[config.mk]
export PLATFORM = sky130hd
export DESIGN_NAME = uart_io_bridge
export DESIGN_NICKNAME = d
export VERILOG_FILES = /design/src/rtl/uart_io_bridge_pkg.sv /design/src/rtl/uart_io_bridge_timeout.sv /design/src/rtl/uart_io_bridge.sv
export SDC_FILE = /design/constraint.sdc
export NUM_CORES = 1
export LEC_CHECK = 0
export CAP_MARGIN = 30
export CORE_MARGIN = 5
export CORE_UTILIZATION = 25
export DETAILED_ROUTE_END_ITERATION = 10
export PLACE_DENSITY = 0.51
export SETUP_SLACK_MARGIN = 0.05
export SLEW_MARGIN = 40
export SYNTH_ARGS = -nofsm -noshare
export SYNTH_HDL_FRONTEND = slang
export SYNTH_SLANG_ARGS = --single-unit
[constraint.sdc]
create_clock -name clk -period 1.9 [get_ports clk]
set_input_delay 0.19 -clock clk [delete_from_list [all_inputs] [get_ports clk]]
set_output_delay 0.19 -clock clk [all_outputs]
set_load 0.02 [all_outputs]
[src/rtl/uart_io_bridge_pkg.sv]
// rtl/uart_io_bridge_pkg.sv - shared types and constants for the UART debug bus bridge
package uart_io_bridge_pkg;

    localparam int OP_BIT  = 7;
    localparam int RSV_MSB = 6;
    localparam int RSV_LSB = 5;
    localparam int ADDR_W  = 5;
    localparam int DATA_W  = 16;

    // I/O decoder view of dirport: device select over register select
    localparam int DEV_MSB = 4;
    localparam int DEV_LSB = 2;
    localparam int REG_MSB = 1;
    localparam int REG_LSB = 0;

    localparam logic [7:0] ACK_BYTE_DEF = 8'hA5;
    localparam logic [7:0] ERR_BYTE_DEF = 8'hEE;

    typedef enum logic [3:0] {
        IDLE,
        GET_HI,
        GET_LO,
        REQ,
        BUS_WR,
        BUS_RD0,
        BUS_RD1,
        SEND_ACK,
        SEND_HI,
        SEND_LO,
        SEND_ERR
    } state_t;

endpackage

[src/rtl/uart_io_bridge_timeout.sv]
// rtl/uart_io_bridge_timeout.sv - inter-byte idle counter, expires after TIMEOUT_CYCLES idle cycles
module uart_io_bridge_timeout #(
    parameter int TIMEOUT_CYCLES = 1000000,
    localparam int CW = (TIMEOUT_CYCLES > 1) ? $clog2(TIMEOUT_CYCLES) : 1
) (
    input  logic clk,
    input  logic resetn,
    input  logic clr,
    input  logic en,
    output logic expire
);

    localparam logic [CW-1:0] LAST = CW'(TIMEOUT_CYCLES - 1);

    logic [CW-1:0] count;

    assign expire = en && (count == LAST);

    // Holding at zero while disabled gives the clear-on-entry behaviour for free
    always_ff @(posedge clk) begin
        if (!resetn) begin
            count <= '0;
        end else if (clr || !en) begin
            count <= '0;
        end else if (!expire) begin
            count <= count + 1'b1;
        end
    end

endmodule

[src/rtl/uart_io_bridge.sv]
// rtl/uart_io_bridge.sv - UART byte stream to I/O bus read/write initiator
module uart_io_bridge
    import uart_io_bridge_pkg::*;
#(
    parameter int         TIMEOUT_CYCLES = 1000000,
    parameter logic [7:0] ACK_BYTE       = ACK_BYTE_DEF,
    parameter logic [7:0] ERR_BYTE       = ERR_BYTE_DEF
) (
    input  logic                clk,
    input  logic                reset,
    input  logic [7:0]          rx_data,
    input  logic                rx_valid,
    output logic [7:0]          tx_data,
    output logic                tx_valid,
    input  logic                tx_ready,
    output logic                bus_req,
    input  logic                bus_gnt,
    output logic [ADDR_W-1:0]   dirport,
    output logic                we,
    output logic [DATA_W-1:0]   outport,
    input  logic [DATA_W-1:0]   inport,
    output logic                busy
);

    state_t              state, state_nx;
    logic [ADDR_W-1:0]   addr;
    logic                op_wr;
    logic [DATA_W-1:0]   wdata;
    logic [DATA_W-1:0]   rdata;
    logic                in_get;
    logic                expire;
    logic                cmd_ok;

    assign in_get = (state == GET_HI) || (state == GET_LO);
    assign cmd_ok = (rx_data[RSV_MSB:RSV_LSB] == 2'b00);
    assign busy   = (state != IDLE);

    uart_io_bridge_timeout #(
        .TIMEOUT_CYCLES(TIMEOUT_CYCLES)
    ) u_timeout (
        .clk    (clk),
        .resetn (reset),
        .clr    (rx_valid),
        .en     (in_get),
        .expire (expire)
    );

    always_ff @(posedge clk) begin
        if (!reset) begin
            state <= IDLE;
            addr  <= '0;
            op_wr <= 1'b0;
            wdata <= '0;
            rdata <= '0;
        end else begin
            state <= state_nx;
            if (state == IDLE && rx_valid && cmd_ok) begin
                addr  <= rx_data[ADDR_W-1:0];
                op_wr <= rx_data[OP_BIT];
            end
            if (state == GET_HI && rx_valid) wdata[15:8] <= rx_data;
            if (state == GET_LO && rx_valid) wdata[7:0]  <= rx_data;
            if (state == BUS_RD1)            rdata       <= inport;
        end
    end

    // Bytes arriving outside IDLE/GET_* fall through every branch and are dropped
    always_comb begin
        state_nx = state;
        tx_valid = 1'b0;
        tx_data  = 8'h00;
        bus_req  = 1'b0;
        dirport  = '0;
        we       = 1'b0;
        outport  = '0;
        case (state)
            IDLE: begin
                if (rx_valid) begin
                    if (!cmd_ok)                 state_nx = SEND_ERR;
                    else if (rx_data[OP_BIT])    state_nx = GET_HI;
                    else                         state_nx = REQ;
                end
            end
            GET_HI: begin
                if (rx_valid)    state_nx = GET_LO;
                else if (expire) state_nx = SEND_ERR;
            end
            GET_LO: begin
                if (rx_valid)    state_nx = REQ;
                else if (expire) state_nx = SEND_ERR;
            end
            REQ: begin
                bus_req = 1'b1;
                if (bus_gnt) state_nx = op_wr ? BUS_WR : BUS_RD0;
            end
            BUS_WR: begin
                bus_req  = 1'b1;
                dirport  = addr;
                outport  = wdata;
                we       = 1'b1;
                state_nx = SEND_ACK;
            end
            BUS_RD0: begin
                bus_req  = 1'b1;
                dirport  = addr;
                state_nx = BUS_RD1;
            end
            BUS_RD1: begin
                bus_req  = 1'b1;
                dirport  = addr;
                state_nx = SEND_HI;
            end
            SEND_ACK: begin
                tx_valid = 1'b1;
                tx_data  = ACK_BYTE;
                if (tx_ready) state_nx = IDLE;
            end
            SEND_HI: begin
                tx_valid = 1'b1;
                tx_data  = rdata[15:8];
                if (tx_ready) state_nx = SEND_LO;
            end
            SEND_LO: begin
                tx_valid = 1'b1;
                tx_data  = rdata[7:0];
                if (tx_ready) state_nx = IDLE;
            end
            SEND_ERR: begin
                tx_valid = 1'b1;
                tx_data  = ERR_BYTE;
                if (tx_ready) state_nx = IDLE;
            end
            default: state_nx = IDLE;
        endcase
    end

endmodule

==> results_dict.tcl, run 1 <==
set metrics [dict create \
    min_period_ns 1.75 \
    synth_cells 374 \
    worstSkewPairLatency_ns 0.32 \
    portBuffers 61 \
    hold_viol 0 \
    rsz0062_at_grt "false" \
    antenna_found_initial 0 \
    whs_ns 0.419 \
    ys_warn_count 0 \
    routabilityCongestion 0.771 \
    synth_top_family_by_area "simple AND/OR/NAND/NOR gates" \
    reg2reg_depth 6 \
    grt_max_degree 25 \
    grt_pass1_wl_um 13600 \
    gr-total-overflow 0 \
    rows 41 \
    syn_area_per_cell_sq_um 8.41 \
    coreArea_sq_um 12500 \
    crit_buf_inv 2 \
    die_width_um 122 \
    clock_sinks 62 \
    drc 0 \
    start_util_pct 25.2 \
    final_nets 475 \
    end_kind "primary output" \
    die_area_sq_um 14900 \
    pin_count 62 \
    period_share_pct 92.3 \
    yosys.area.top_type_share_pct 39.5 \
    vias_per_cell 4.44 \
    finalSetupViolations 0 \
    crit_chain "and2b_1, buf_6, and3_1, clkdlybuf4s15_1" \
    cp_top_family "buffers and inverters" \
    cts_tree "yes" \
    cp-start-kind "flop" \
    post_cts_buffers 0 \
    tns_ns 0 \
    synth_area_leaders "dfxtp_1 39%, mux2i_1 8.0%, nand2_1 5.6%, and3_1 5.4%, nor2_1 4.9%" \
    synth-xor-area-share_pct 5.01 \
    cts_hold_buffers 0 \
    routed-via-count 2757 \
    synth.mux.area_fraction_pct 8.67 \
    critical_path_class "flop to primary output" \
    wl_per_cell_um 13.4 \
    synthToLayoutAreaGrowth_pct 36.7 \
    synth-simple-area-share_pct 30.3 \
    reg2reg_from "u_timeout.count[1]" \
    ctsRootBufferMaster "clkbuf_16" \
    fin_area_sq_um 4300 \
    worstMarginPinSlew_ns 0.562 \
    fmax_ghz 0.570 \
    synth_cell_types 48 \
    final_cells 621 \
    reg2reg_to "u_timeout.count[18]" \
    yosysSeqAreaShare_pct 39.5 \
    critPathMaxFanout 23 \
    status "complete, no violations" \
    ys_top_cells_by_count "62 x dfxtp_1, 47 x nand2_1, 41 x nor2_1" \
    min_to "rdata[8]" \
    synthFlopType "dfxtp_1" \
    yosys_register_bits 62 \
    synthAdderAreaFrac_pct 0.716 \
    leakage_nw 1.79 \
    cp_slowest_cell "dfxtp_2" \
    synth_top_area_cell "dfxtp_1" \
    clk_path_buf_depth 2 \
    max-vdd-ir-drop_v 0.000612 \
    drive_above_1_share_pct 15.6 \
    syn_nets 404 \
    place_area_sq_um 4030 \
    fill_cells 1319 \
    cts_max_level 3 \
    netlist_area_sq_um 3140 \
    final_antenna_net_count 0 \
    synth-compound-area-share_pct 11.5 \
    grt_usage_pct 11.7 \
    max_slew_margin_pct 62.4 \
    min-delay-start "inport[8]" \
    clk_pin_slew_ns 0.06 \
    drt_wl_total_um 8300 \
    detail_route.iter0.violations 151 \
    clock-skew-final_ns 0.00485 \
    slew_violations 0 \
    drt-pass1-iter-count 4 \
    cts_buffers 9 \
    dp_hpwl_um 6030 \
    cpPeakStageDelay_ns 0.34 \
    worstPathArrival_ns 1.56 \
    dp_cells 606 \
    holdPathStages 3 \
    min_path_type "input port to flop" \
    diodes 0 \
    grt_pass1_vias 2818 \
    die_y_um 122 \
    p_total_w 0.00478 \
    synth_edf_count 0 \
    yosysMostFrequentCell "dfxtp_1" \
    regToRegSetupSlack_ns 0.22 \
    power_per_cell_area_nw_per_um2 1110 \
    cap_violations 0 \
    cp.required_ns 1.71 \
    async_flop_share_pct 0 \
]
[placed cells by master, fill, tap and decap left out, types with 4 or more instances in the layout]
cell	Yosys	layout
dlygate4sd2_1	0	5
clkbuf_16	0	9
buf_4	1	20
nand2_1	47	47
nor2b_1	24	24
and3_1	27	27
o21ai_0	15	15
dfxtp_1	62	59
clkdlybuf4s50_1	0	28
xor2_1	12	12
a21boi_0	16	16
clkdlybuf4s15_1	0	11
nand3_1	9	9
clkbuf_2	1	15
mux2i_1	25	25
inv_1	4	4
nor2_1	41	39
nor3_1	5	5
nand4_1	6	6
a21oi_1	13	13
xnor2_1	6	6
[tightest hold or removal path, delay by kind of cell]
kind	cells	cell delay, ns
compound gates	1	0.06
buf+inv	1	0.40
simple gates	1	0.05
[worst max path at each step]
stage                   from     endpoint  slack [ns]  cells after the start
finish              state[3]   dirport[2]        0.15                      4
global placement    state[0]   tx_data[0]        0.07                      4
global route        state[3]  outport[11]        0.05                      4
floorplan           state[1]   tx_data[0]        0.32                      4
CTS                 state[3]   tx_data[7]        0.04                      5
detailed placement  state[0]   tx_data[0]        0.05                      4
[routing by layer]
layer	GRT usage [%]	vias to the layer above	part of all wire [%]
li1	-	1429	-
met1	14.4	1281	47
met2	19.4	39	48
met3	3.53	8	3.3
met4	4.13	0	1.5
met5	0	-	0
[cells by family (layout without fill, tap and decap cells)]
| logic type | Yosys count | after routing |
|---|---|---|
| xor gates and xnor gates | 18 | 18 |
| and+or+nand+nor | 182 | 182 |
| DFF | 62 | 62 |
| adders and majority gates | 2 | 2 |
| muxes | 26 | 26 |
| buffers and inverters | 28 | 103 |
| AOI/OAI and AO/OA | 56 | 56 |
[where the power goes]
group	internal, W	total, W	switching (W)	leakage [nW]
clock network	0.00118	0.00177	0.000591	0.151
registers	0.00140	0.00148	0.0000829	0.502
logic	0.000686	0.00153	0.000848	1.14
total	0.00326	0.00478	0.00152	1.79
[state kept, by name, indices dropped and copies added (netlist names)]
name             count
addr                 5
op_wr                1
rdata               16
state                4
u_timeout.count     20
wdata               16
[metrics by stage]
stage	setup WS, ns	utilization [%]
finish	0.146	34.5
global route	0.0521	34.5
CTS	0.0448	34.8
detailed placement	0.0506	32.4
global placement	0.0663	32.4
floorplan	0.322	-
[timing repair]
item	in CTS	in global routing
resized for setup	48	45
setup endpoints to repair	33	31
gates cloned	0	0
hold endpoints to repair	0	0
[final cells by class]
| class | count | area, sq um | area share, % |
|---|---|---|---|
| clock buffers | 10 | 239 | 5.56 |
| flip-flops and latches | 62 | 1240 | 29.0 |
| clock inverters | 5 | 83.8 | 1.95 |
| multi-input cells | 284 | 1780 | 41.5 |
| well taps | 172 | 215 | 5.01 |
| inverters | 4 | 15.0 | 0.349 |
| repair buffers | 84 | 716 | 16.7 |
No activity file was read; power rests on OpenSTA's default activity.
==> inputs of run 2 (changes only) <==
- CAP_MARGIN: 30 -> default
- CTS_CLUSTER_SIZE: default -> 40
==> results of run 2 <==
Final layout, timing and power as in run 1 (identical DEF).
==> inputs of run 3 (changes only) <==
- CTS_CLUSTER_DIAMETER: default -> 40
==> results of run 3 <==
Final layout, timing and power as in run 1 (identical DEF).
